## config.mk

```make
export PLATFORM = sky130hd
export DESIGN_NAME = rv_branch_predictor_flat
export DESIGN_NICKNAME = d
export VERILOG_FILES = /design/src/rtl/rv_bp_pkg.sv /design/src/rtl/rv_branch_predictor_if.sv /design/src/rtl/bp_sat_counter.sv /design/src/rtl/rv_branch_predictor.sv /design/src/flat_wrapper.sv
export SDC_FILE = /design/constraint.sdc
export NUM_CORES = 2
export LEC_CHECK = 0
export ABC_AREA = 1
export ABC_CLOCK_PERIOD_IN_PS = 2880
export BUFFER_PORTS_ARGS = -buffer_cell sky130_fd_sc_hd__buf_2
export CAP_MARGIN = 10
export CELL_PAD_IN_SITES_DETAIL_PLACEMENT = 1
export CELL_PAD_IN_SITES_GLOBAL_PLACEMENT = 2
export CORE_ASPECT_RATIO = 0.5
export CORE_MARGIN = 4
export CORE_UTILIZATION = 36
export CTS_CLUSTER_DIAMETER = 100
export DETAILED_ROUTE_END_ITERATION = 10
export PLACE_DENSITY_LB_ADDON = 0.1
export SYNTH_ARGS = -nofsm -noshare
export SYNTH_HDL_FRONTEND = slang
export SYNTH_SLANG_ARGS = --single-unit
export TNS_END_PERCENT = 20
```

## constraint.sdc

```tcl
create_clock -name clk -period 2.88 [get_ports clk]
set_input_delay 0.144 -clock clk [delete_from_list [all_inputs] [get_ports clk]]
set_output_delay 0.144 -clock clk [all_outputs]
set_load 0.005 [all_outputs]
```

## src/rtl/rv_bp_pkg.sv

```systemverilog
// rtl/rv_bp_pkg.sv - shared types and helpers for the branch predictor
// Purpose: counter encodings, counter init values and PC index/tag split.
// Ports: none (package).
package rv_bp_pkg;

    // Named encodings for the common 2-bit bimodal counter.
    typedef enum logic [1:0] {
        CNT_SNT = 2'b00,
        CNT_WNT = 2'b01,
        CNT_WT  = 2'b10,
        CNT_ST  = 2'b11
    } cnt2_e;

    // Weakly taken: MSB set, all lower bits clear.
    function automatic logic [31:0] cnt_weak_taken(input int unsigned w);
        return 32'd1 << (w - 1);
    endfunction

    // Weakly not-taken: MSB clear, all lower bits set.
    function automatic logic [31:0] cnt_weak_not_taken(input int unsigned w);
        return (32'd1 << (w - 1)) - 32'd1;
    endfunction

    // Word-aligned PCs: bits [1:0] never take part in indexing.
    function automatic logic [63:0] pc_idx(input logic [63:0] pc, input int unsigned idx_w);
        return (pc >> 2) & ((64'd1 << idx_w) - 64'd1);
    endfunction

    function automatic logic [63:0] pc_tag(input logic [63:0] pc, input int unsigned idx_w);
        return pc >> (idx_w + 2);
    endfunction

endpackage

```

## src/rtl/rv_branch_predictor_if.sv

```systemverilog
// rtl/rv_branch_predictor_if.sv - fetch lookup / execute resolve bundle
// Purpose: groups the pipeline-facing predictor signals.
// master: pipeline side (drives pc_f, flush and resolved outcome).
// slave:  predictor side (returns prediction, mispredict and redirect PC).
interface rv_branch_predictor_if #(
    parameter int XLEN = 32
);
    logic            pc_f_valid_unused;
    logic [XLEN-1:0] pc_f;
    logic            pred_taken_f;
    logic [XLEN-1:0] pred_target_f;
    logic            bp_flush;
    logic            upd_valid_e;
    logic [XLEN-1:0] upd_pc_e;
    logic            upd_is_jump_e;
    logic            upd_taken_e;
    logic [XLEN-1:0] upd_target_e;
    logic            pred_taken_e;
    logic [XLEN-1:0] pred_target_e;
    logic            mispredict_e;
    logic [XLEN-1:0] redirect_pc_e;

    modport master (
        output pc_f, bp_flush, upd_valid_e, upd_pc_e, upd_is_jump_e, upd_taken_e,
               upd_target_e, pred_taken_e, pred_target_e,
        input  pred_taken_f, pred_target_f, mispredict_e, redirect_pc_e
    );

    modport slave (
        input  pc_f, bp_flush, upd_valid_e, upd_pc_e, upd_is_jump_e, upd_taken_e,
               upd_target_e, pred_taken_e, pred_target_e,
        output pred_taken_f, pred_target_f, mispredict_e, redirect_pc_e
    );
endinterface

```

## src/rtl/bp_sat_counter.sv

```systemverilog
// rtl/bp_sat_counter.sv - saturating up/down counter for one BHT entry
// Purpose: bimodal history counter; resets weakly not-taken.
// Ports: clk, rst_n (async active-low), load (set weakly taken),
//        inc/dec (saturating step), cnt_q (current value).
module bp_sat_counter
    import rv_bp_pkg::*;
#(
    parameter int CNT_W = 2
) (
    input  logic             clk,
    input  logic             rst_n,
    input  logic             load,
    input  logic             inc,
    input  logic             dec,
    output logic [CNT_W-1:0] cnt_q
);
    localparam logic [CNT_W-1:0] CNT_MAX  = '1;
    localparam logic [CNT_W-1:0] CNT_INIT = CNT_W'(cnt_weak_not_taken(CNT_W));
    localparam logic [CNT_W-1:0] CNT_LOAD = CNT_W'(cnt_weak_taken(CNT_W));

    logic [CNT_W-1:0] cnt_d;

    always_comb begin
        cnt_d = cnt_q;
        if (load) begin
            cnt_d = CNT_LOAD;
        end else if (inc && (cnt_q != CNT_MAX)) begin
            cnt_d = cnt_q + CNT_W'(1);
        end else if (dec && (cnt_q != '0)) begin
            cnt_d = cnt_q - CNT_W'(1);
        end
    end

    always_ff @(posedge clk or negedge rst_n) begin
        if (!rst_n) begin
            cnt_q <= CNT_INIT;
        end else begin
            cnt_q <= cnt_d;
        end
    end
endmodule

```

## src/rtl/rv_branch_predictor.sv

```systemverilog
// rtl/rv_branch_predictor.sv - BTB + bimodal BHT dynamic branch predictor
// Purpose: 0-cycle fetch prediction, execute-stage resolve/redirect, table update.
// Ports: clk, rst_n (async active-low), bp (slave modport of the predictor bundle),
//        perf_ctl / perf_miss (saturating counts of resolved instrs / mispredicts).
module rv_branch_predictor
    import rv_bp_pkg::*;
#(
    parameter int XLEN    = 32,
    parameter int ENTRIES = 16,
    parameter int CNT_W   = 2,
    parameter int PERF_W  = 32
) (
    input  logic                  clk,
    input  logic                  rst_n,
    rv_branch_predictor_if.slave  bp,
    output logic [PERF_W-1:0]     perf_ctl,
    output logic [PERF_W-1:0]     perf_miss
);
    localparam int IDX_W = $clog2(ENTRIES);
    localparam int TAG_W = XLEN - IDX_W - 2;

    // Tables are flops so they clear asynchronously and read in the same cycle.
    logic [ENTRIES-1:0] valid_q, valid_d;
    logic [ENTRIES-1:0] jump_q, jump_d;
    logic [TAG_W-1:0]   tag_q    [ENTRIES];
    logic [TAG_W-1:0]   tag_d    [ENTRIES];
    logic [XLEN-1:0]    target_q [ENTRIES];
    logic [XLEN-1:0]    target_d [ENTRIES];
    logic [CNT_W-1:0]   cnt_q    [ENTRIES];
    logic [ENTRIES-1:0] cnt_load, cnt_inc, cnt_dec;
    logic [PERF_W-1:0]  perf_ctl_q, perf_ctl_d, perf_miss_q, perf_miss_d;

    logic [IDX_W-1:0] idx_f, idx_e;
    logic [TAG_W-1:0] tag_f, tag_e;
    logic             hit_f, hit_e, pred_taken_f, mispredict_e;

    assign idx_f = IDX_W'(pc_idx(64'(bp.pc_f), IDX_W));
    assign tag_f = TAG_W'(pc_tag(64'(bp.pc_f), IDX_W));
    assign idx_e = IDX_W'(pc_idx(64'(bp.upd_pc_e), IDX_W));
    assign tag_e = TAG_W'(pc_tag(64'(bp.upd_pc_e), IDX_W));

    // Lookup sees only pre-edge table contents; no bypass from the update path.
    always_comb begin
        hit_f         = valid_q[idx_f] && (tag_q[idx_f] == tag_f);
        hit_e         = valid_q[idx_e] && (tag_q[idx_e] == tag_e);
        pred_taken_f  = hit_f && (jump_q[idx_f] || cnt_q[idx_f][CNT_W-1]);
    end

    assign bp.pred_taken_f  = pred_taken_f;
    assign bp.pred_target_f = pred_taken_f ? target_q[idx_f] : bp.pc_f + XLEN'(4);

    always_comb begin
        mispredict_e     = 1'b0;
        bp.redirect_pc_e = '0;
        if (bp.upd_valid_e) begin
            if (bp.upd_taken_e && (!bp.pred_taken_e || (bp.pred_target_e != bp.upd_target_e))) begin
                mispredict_e     = 1'b1;
                bp.redirect_pc_e = bp.upd_target_e;
            end else if (!bp.upd_taken_e && bp.pred_taken_e) begin
                mispredict_e     = 1'b1;
                bp.redirect_pc_e = bp.upd_pc_e + XLEN'(4);
            end
        end
    end

    assign bp.mispredict_e = mispredict_e;

    // Flush overrides any concurrent table write; counters keep their history.
    always_comb begin
        valid_d  = valid_q;
        jump_d   = jump_q;
        tag_d    = tag_q;
        target_d = target_q;
        cnt_load = '0;
        cnt_inc  = '0;
        cnt_dec  = '0;
        if (bp.bp_flush) begin
            valid_d = '0;
        end else if (bp.upd_valid_e) begin
            if (bp.upd_taken_e) begin
                valid_d[idx_e]  = 1'b1;
                tag_d[idx_e]    = tag_e;
                target_d[idx_e] = bp.upd_target_e;
                jump_d[idx_e]   = bp.upd_is_jump_e;
                if (hit_e) begin
                    cnt_inc[idx_e] = 1'b1;
                end else begin
                    cnt_load[idx_e] = 1'b1;
                end
            end else if (hit_e) begin
                cnt_dec[idx_e] = 1'b1;
            end
        end
    end

    always_comb begin
        perf_ctl_d  = perf_ctl_q;
        perf_miss_d = perf_miss_q;
        if (bp.upd_valid_e && !(&perf_ctl_q)) begin
            perf_ctl_d = perf_ctl_q + PERF_W'(1);
        end
        if (mispredict_e && !(&perf_miss_q)) begin
            perf_miss_d = perf_miss_q + PERF_W'(1);
        end
    end

    always_ff @(posedge clk or negedge rst_n) begin
        if (!rst_n) begin
            valid_q     <= '0;
            jump_q      <= '0;
            perf_ctl_q  <= '0;
            perf_miss_q <= '0;
            for (int i = 0; i < ENTRIES; i++) begin
                tag_q[i]    <= '0;
                target_q[i] <= '0;
            end
        end else begin
            valid_q     <= valid_d;
            jump_q      <= jump_d;
            tag_q       <= tag_d;
            target_q    <= target_d;
            perf_ctl_q  <= perf_ctl_d;
            perf_miss_q <= perf_miss_d;
        end
    end

    assign perf_ctl  = perf_ctl_q;
    assign perf_miss = perf_miss_q;

    for (genvar e = 0; e < ENTRIES; e++) begin : g_cnt
        bp_sat_counter #(.CNT_W(CNT_W)) u_cnt (
            .clk   (clk),
            .rst_n (rst_n),
            .load  (cnt_load[e]),
            .inc   (cnt_inc[e]),
            .dec   (cnt_dec[e]),
            .cnt_q (cnt_q[e])
        );
    end
endmodule
```

## src/flat_wrapper.sv

```systemverilog
// flat-port wrapper written by rule: the top's interface ports become plain ports
module rv_branch_predictor_flat import rv_bp_pkg::*;
#(
    parameter int XLEN    = 32,
    parameter int ENTRIES = 16,
    parameter int CNT_W   = 2,
    parameter int PERF_W  = 32
)
  (clk, rst_n, perf_ctl, perf_miss, bp_pc_f, bp_bp_flush, bp_upd_valid_e, bp_upd_pc_e, bp_upd_is_jump_e, bp_upd_taken_e, bp_upd_target_e, bp_pred_taken_e, bp_pred_target_e, bp_pred_taken_f, bp_pred_target_f, bp_mispredict_e, bp_redirect_pc_e);
  rv_branch_predictor_if #(.XLEN(XLEN)) bp_i ();
  input  logic clk;
  input  logic rst_n;
  output logic [PERF_W-1:0] perf_ctl;
  output logic [PERF_W-1:0] perf_miss;
  input wire logic [$bits(bp_i.pc_f)-1:0] bp_pc_f;
  input wire logic [$bits(bp_i.bp_flush)-1:0] bp_bp_flush;
  input wire logic [$bits(bp_i.upd_valid_e)-1:0] bp_upd_valid_e;
  input wire logic [$bits(bp_i.upd_pc_e)-1:0] bp_upd_pc_e;
  input wire logic [$bits(bp_i.upd_is_jump_e)-1:0] bp_upd_is_jump_e;
  input wire logic [$bits(bp_i.upd_taken_e)-1:0] bp_upd_taken_e;
  input wire logic [$bits(bp_i.upd_target_e)-1:0] bp_upd_target_e;
  input wire logic [$bits(bp_i.pred_taken_e)-1:0] bp_pred_taken_e;
  input wire logic [$bits(bp_i.pred_target_e)-1:0] bp_pred_target_e;
  output wire logic [$bits(bp_i.pred_taken_f)-1:0] bp_pred_taken_f;
  output wire logic [$bits(bp_i.pred_target_f)-1:0] bp_pred_target_f;
  output wire logic [$bits(bp_i.mispredict_e)-1:0] bp_mispredict_e;
  output wire logic [$bits(bp_i.redirect_pc_e)-1:0] bp_redirect_pc_e;
  assign bp_i.pc_f = bp_pc_f;
  assign bp_i.bp_flush = bp_bp_flush;
  assign bp_i.upd_valid_e = bp_upd_valid_e;
  assign bp_i.upd_pc_e = bp_upd_pc_e;
  assign bp_i.upd_is_jump_e = bp_upd_is_jump_e;
  assign bp_i.upd_taken_e = bp_upd_taken_e;
  assign bp_i.upd_target_e = bp_upd_target_e;
  assign bp_i.pred_taken_e = bp_pred_taken_e;
  assign bp_i.pred_target_e = bp_pred_target_e;
  assign bp_pred_taken_f = bp_i.pred_taken_f;
  assign bp_pred_target_f = bp_i.pred_target_f;
  assign bp_mispredict_e = bp_i.mispredict_e;
  assign bp_redirect_pc_e = bp_i.redirect_pc_e;
  rv_branch_predictor #(.XLEN(XLEN), .ENTRIES(ENTRIES), .CNT_W(CNT_W), .PERF_W(PERF_W)) u_core (.clk(clk), .rst_n(rst_n), .bp(bp_i), .perf_ctl(perf_ctl), .perf_miss(perf_miss));
endmodule
```

## After elaboration in Yosys (flattened, before gate mapping)

Cells that the tools add are included.

| cells by class | value |
|---|---|
| bitwise logic cells | 4 |
| equality and inequality tests | 19 |
| reductions and logical operators | 85 |
| add/subtract/negate cells | 36 |
| $lt $le $gt $ge | 6 |
| mux-type cells | 96 |

Operators with widths:

| cell | count |
|---|---|
| $bwmux 512 | 1 |
| $bwmux 416 | 1 |
| $mux 16 | 14 |
| $mux 32 | 7 |
| $bmux 26 s4 | 2 |
| $mux 26 | 5 |
| $bmux 32 s4 | 1 |
| $demux 32 s4 | 1 |
| $demux 26 s4 | 1 |
| $mux 2 | 50 |
| $add 32x1->32 const B | 2 |
| $add 32x3->32 const B | 2 |
| $reduce_and 32->1 | 2 |
| $eq 26x26->1 | 2 |
| $reduce_bool 3->1 | 16 |
| $logic_and 1x1->1 | 41 |
| $reduce_bool 2->1 | 18 |
| $add 2x1->2 const B | 16 |
| $ne 2x2->1 const B | 16 |
| $ne 32x32->1 | 1 |
| $sub 2x1->2 const B | 16 |
| $bwmux 16 | 1 |
| $or 16x16->16 | 1 |
| $bmux 1 s4 | 3 |
| other kinds (13) | 26 |

| word-level totals | value |
|---|---|
| input bits | 135 |
| logic and storage cells | 298 |
| output and inout bits | 130 |
| register bits | 1,056 |

## Longest topological paths before layout

| depth | value |
|---|---|
| word-level depth | 14 |
| depth in mapped cells | 23 |
| depth with buffers taken out | 20 |

## Modules after synthesis

From an unflattened synthesis, not the netlist that was laid out.

| unflattened totals | value |
|---|---|
| cell total of the unflattened synthesis | 8,107 |
| area total of the unflattened synthesis | 58,401.0 µm² |

Modules (own cells, without submodules):

| module | sequential area each (µm²) | instances | cells each | area each (µm²) |
|---|---|---|---|---|
| rv_branch_predictor | 25,624.6 | 1 | 7,755 | 56,018.7 |
| bp_sat_counter | 51.3 | 16 | 22 | 148.9 |

## Worst setup path before layout

No wires, ideal clock.

| path | value |
|---|---|
| kind | input port to flip-flop |
| from | input port bp_upd_pc_e[3] |
| to | register u_core.target_q[122] in the netlist's numbering |
| stages on the path | 14 |
| data required time | 2,747 ps |
| setup slack | 624 ps |
| path buffers | 5 |
| setup time | 133 ps |
| arrival time | 2,122 ps |
| cell sequence | buf_4 > inv_2 > buf_4 > buf_2 > ha_1 > inv_1 > nor2_1 > inv_1 > nor2_1 > clkinv_1 > clkbuf_1 > clkbuf_1 > nand2_1 > o21ai_0 |

| on the way | value |
|---|---|
| longest elaborated chain between the ends | 6 |
| elaborated cells on any way between the ends | 7 |
| those cells by class | order compare: 2; mux: 3; bitwise: 1; reduce/logical: 1 |

RTL lines:

| element | RTL line | text |
|---|---|---|
| start, declared | flat_wrapper.sv:18 | `input wire logic [$bits(bp_i.upd_pc_e)-1:0] bp_upd_pc_e;` |
| $not 4->5 (not written as such) * | rv_branch_predictor.sv:83 | `target_d[idx_e] = bp.upd_target_e;` |
| $ge 5x5->1 (not written as such) / $lt 5x1->1 (equally long branches) | rv_branch_predictor.sv:83 |  |
| $logic_and 1x1->1 (not written as such) | rv_branch_predictor.sv:83 |  |
| $mux 32 (not written as such) | rv_branch_predictor.sv:83 |  |
| $demux 32 s4 * | rv_branch_predictor.sv:83 |  |
| $bwmux 512 * | rv_branch_predictor.sv:83 |  |
| end signal, assigned | rv_branch_predictor.sv:121 | `target_q <= target_d;` |
| end, declared | rv_branch_predictor.sv:27 | `logic [XLEN-1:0] target_q [ENTRIES];` |

Every way passes the cells marked *; elsewhere a longest branch is shown, timed or not.
A chain may end at the register's enable or synchronous reset.

## Worst setup path after layout

| path | value |
|---|---|
| from | register u_core.g_cnt[14].u_cnt.cnt_q[1] |
| to | output port bp_pred_target_f[11] |

| on the way | value |
|---|---|
| longest elaborated chain between the ends | 6 |

RTL lines:

| element | RTL line | text |
|---|---|---|
| start, declared | bp_sat_counter.sv:15 | `output logic [CNT_W-1:0] cnt_q` |
| start signal, assigned | bp_sat_counter.sv:38 | `cnt_q <= cnt_d;` |
| $bmux 2 s4 | rv_branch_predictor.sv:46 | `pred_taken_f = hit_f && (jump_q[idx_f] \|\| cnt_q[idx_f][CNT_W-1]);` |
| $mux 2 (not written as such) (2 in a row) | rv_branch_predictor.sv:46 |  |
| $logic_or 1x1->1 | rv_branch_predictor.sv:46 |  |
| $logic_and 1x1->1 | rv_branch_predictor.sv:46 |  |
| $mux 32 | rv_branch_predictor.sv:50 | `assign bp.pred_target_f = pred_taken_f ? target_q[idx_f] : bp.pc_f + XLEN'(4);` |
| end, declared | flat_wrapper.sv:25 | `output wire logic [$bits(bp_i.pred_target_f)-1:0] bp_pred_target_f;` |

No other way between the ends. The select of a mux whose other input is x is not followed.

==> summary.md <==
| Metric | Value |
|---|---|
| Warnings from Yosys | `0` |
| Net count, final | `8,410` |
| Critical path launch point type | `register` |
| Worst VDD drop | `roughly 460 uV` |
| Via count of the first global-routing pass | `about 57,000` |
| Die width | `roughly 570 um` |
| First-pass GRT wire length | `380,600 um` |
| Failing checks | `negative setup slack` |
| Drt drc | `0` |
| Worst slew pin tran | `1.283 ns` |
| Routed Antenna Nets | `0` |
| Post-route cell area | `a little under 0.07 mm2` |
| Layout Utilization | `0.4347` |
| Area post-placement | `between 0.06 and 0.07 mm2` |
| CP Class | `register to primary output` |
| Hold slack | `0.02173 ns` |
| TritonCTS clock tree | `yes` |
| Setup TNS | `-23.29 ns` |
| Clock tree buffer depth | `3` |
| CP Data Required Time | `2.74 ns` |
| Total Routed Length | `254,500 um` |
| Core area | `between 0.15 and 0.2 mm2` |
| Top Ports | `around 270` |
| H-tree level count | `3` |
| Die Ht | `between 200 and 300 um` |
| Via count | `around 57,000` |
| Syn nets | `about 8,000` |
| WL per Instance | `roughly 24 um` |
| Relative slew margins | `0.1446` |
| Drt initial violations | `between 5,000 and 6,000` |
| Routed vias/inst | `5.446` |
| Power Dens Cells | `roughly 600 mW/mm2` |
| Fillcell total | `about 20,000` |
| Pleak | `32.20 nW` |
| Cells after Synth | `roughly 8,000` |
| GRT Total Usage | `0.2980` |
| Skew-Pair Late Insertion Delay | `approximately 0.74 ns` |
| # rows | `103` |
| Port bufs | `264` |
| Clock skew | `~0.042 ns` |
| Final WS setup | `-0.4698 ns` |
| Synth async-reset ratio | `1.000` |
| CP arrival | `3.21 ns` |
| Status | `complete, but fails checks` |
| Power, Total | `about 41 mW` |
| Layout cell share with drive strength beyond 1 | `0.1344` |
| #FFs+latches synth | `1,056` |
| Max-slew violations | `0` |
| Depth of the worst register-to-register path | `27` |
| Detailed Routing Iterations Pass 1 | `5` |
| R2R Path End | `u_core.g_cnt[14].u_cnt.cnt_q[1]` |
| CP Max Fanout | `7` |
| Syn_area_per_cell | `7.193 um2` |
| Initial antenna violation count | `1` |
| Fin crit period | `3.350 ns` |
| Die area | `roughly 0.17 mm2` |
| Worst Setup End Kind | `primary output` |
| CTS Sinks | `1,056` |
| Synth Flop Type | `dfrtp_1` |
| Sequential share of the synthesized area | `0.4596` |
| Final setup viols | `80` |
| Fin. Hold Viols | `0` |
| Worst reg2reg startpoint | `u_core.tag_q[181]` |
| RSZ-0062 raised after global routing | `yes` |
| Reg clk slew, reported paths | `about 0.070 ns` |
| GP Congestion | `0.8841` |
| Layout area overhead | `19.56%` |
| Initial Util | `0.3636` |
| Most frequent cells in the layout | `nand2_1 (2,315), o21ai_0 (1,494), dfrtp_1 (1,038)` |
| Synth cell types | `slightly below 50` |
| Mapped cell area | `between 0.05 and 0.06 mm2` |
| Root buffer cell | `clkbuf_16` |
| Most common library cell in the layout ignoring fill and taps | `nand2_1` |
| Largest net degree at the start of global routing | `138` |
| MaxCap Viol Count | `0` |
| Number of synthesized flops with an enable pin | `0` |
| Detail Placement HPWL | `~170,000 um` |
| Post-route clock period utilization | `1.163` |
| Max Clk Rate | `approximately 300 MHz` |
| Hold WC Path Type | `input pin to async pin` |
| Gr ovfl total | `0` |
| R2r setup slk | `-0.38 ns` |
| Cts bufs inserted | `107` |
-- cells in the mapped netlist (16+ instances only) --
cell type	count	area, um2
nor3_1	76	380.4
o22ai_1	80	500.5
a21oi_1	293	1466
buf_4	35	262.8
buf_1	23	86.33
o21ai_0	1535	7682
dfrtp_1	1040	26020
o21ai_1	20	100.1
nor4_1	24	150.1
o221ai_1	50	437.9
nor2_1	543	2038
xor2_1	95	832.1
buf_2	109	545.5
nand2_1	2363	8870
nand4_1	41	256.5
clkbuf_1	417	1565
nand3_1	437	2187
dfstp_2	16	420.4
xnor2_1	26	227.7
o211ai_1	43	322.8
inv_1	630	2365
-- cell type report --
cell class                      count  area (um2)  share of cell area
Antenna cell                        2       5.005          0.00007275
Clock buffer                      166        3149             0.04578
Clock inverter                     24       309.0            0.004492
Inverter                          650        2485             0.03612
Multi-Input combinational cell   5700       26840              0.3901
Sequential cell                  1056       26450              0.3845
Tap cell                         2100        2628             0.03820
Timing Repair Buffer              753        6932              0.1008
-- registers in the layout, indices dropped and copies added (netlist names) --
register,count
u_core.target_q,512
u_core.tag_q,416
u_core.g_cnt.u_cnt.cnt_q,32
u_core.perf_ctl,32
u_core.perf_miss,32
u_core.jump_q,16
u_core.valid_q,16
-- worst max-delay path by stage --
stage / start / cells past startpoint / slack (ns) / end
2_1_floorplan: bp_upd_pc_e[3] / 14 / 0.62 / u_core.target_q[122]
3_3_place_gp: bp_pc_f[2] / 20 / -0.28 / bp_pred_target_f[7]
3_5_place_dp: bp_pc_f[2] / 20 / -0.29 / bp_pred_target_f[7]
4_1_cts: u_core.tag_q[181] / 20 / -0.49 / bp_pred_target_f[28]
5_1_grt: u_core.g_cnt[14].u_cnt.cnt_q[1] / 17 / -0.60 / bp_pred_target_f[21]
6_report: u_core.g_cnt[14].u_cnt.cnt_q[1] / 17 / -0.47 / bp_pred_target_f[11]
-- metrics by stage --
| stage | cells | setup WS [ns] |
|---|---|---|
| floorplan | 7999 | 0.6244 |
| global placement | 10180 | -0.2806 |
| detailed placement | 10180 | -0.2895 |
| CTS | 10440 | -0.4918 |
| global route | 10450 | -0.5963 |
| finish | 10450 | -0.4698 |
-- kinds of logic (layout without fill, tap and decap cells) --
group	after synthesis	count (layout)	synth area share
adders and majority gates	7	7	0.001522
buffers and inverters	1243	1593	0.08692
xor gates and xnor gates	121	121	0.01842
and+or+nand+nor	3515	3515	0.2454
AOI/OAI and AO/OA	2057	2057	0.1881
other	0	2	0
DFF	1056	1056	0.4596
-- worst max-delay path, stage by stage (launching register included) --
cell and delay [ns]:
dfrtp_2 0.44, nor2_4 0.06, o21ai_1 0.12, nand2_1 0.06
nand2_1 0.06, nand2_1 0.07, o211ai_1 0.38, nand2_1 0.09
nor2_1 0.10, nand2_1 0.07, nor2_1 0.12, nand2_2 0.12
nor2_4 0.19, buf_12 0.18, buf_12 0.14, nor2_4 0.03
a21oi_2 0.12, buf_2 0.13
-- power breakdown --
| group | switching (mW) | internal, mW |
|---|---|---|
| logic | 5.53 | 3.04 |
| clock network | 6.60 | 7.81 |
| registers | 1.22 | 17.1 |
-- repair_timing --
| action | CTS | global route |
|---|---|---|
| pin swaps | 23 | 44 |
| cloned | 2 | 1 |
| gates resized for setup | 115 | 133 |
| hold endpoints to repair | 1456 | 0 |
| endpoints found under the setup margin | 33 | 101 |
| buffers inserted | 27 | 11 |
| hold buffers | 43 | 0 |
-- layer usage --
metal / wire length (um) / part of all wire / up-vias / global-route usage
li1: - / - / 26520 / -
met1: 120200 / 0.47 / 28780 / 0.4311
met2: 115500 / 0.45 / 1329 / 0.4762
met3: 12830 / 0.050 / 275 / 0.03799
met4: 5935 / 0.023 / 0 / 0.06557
met5: 0 / 0 / - / 0
No activity file was read; power rests on OpenSTA's default activity.
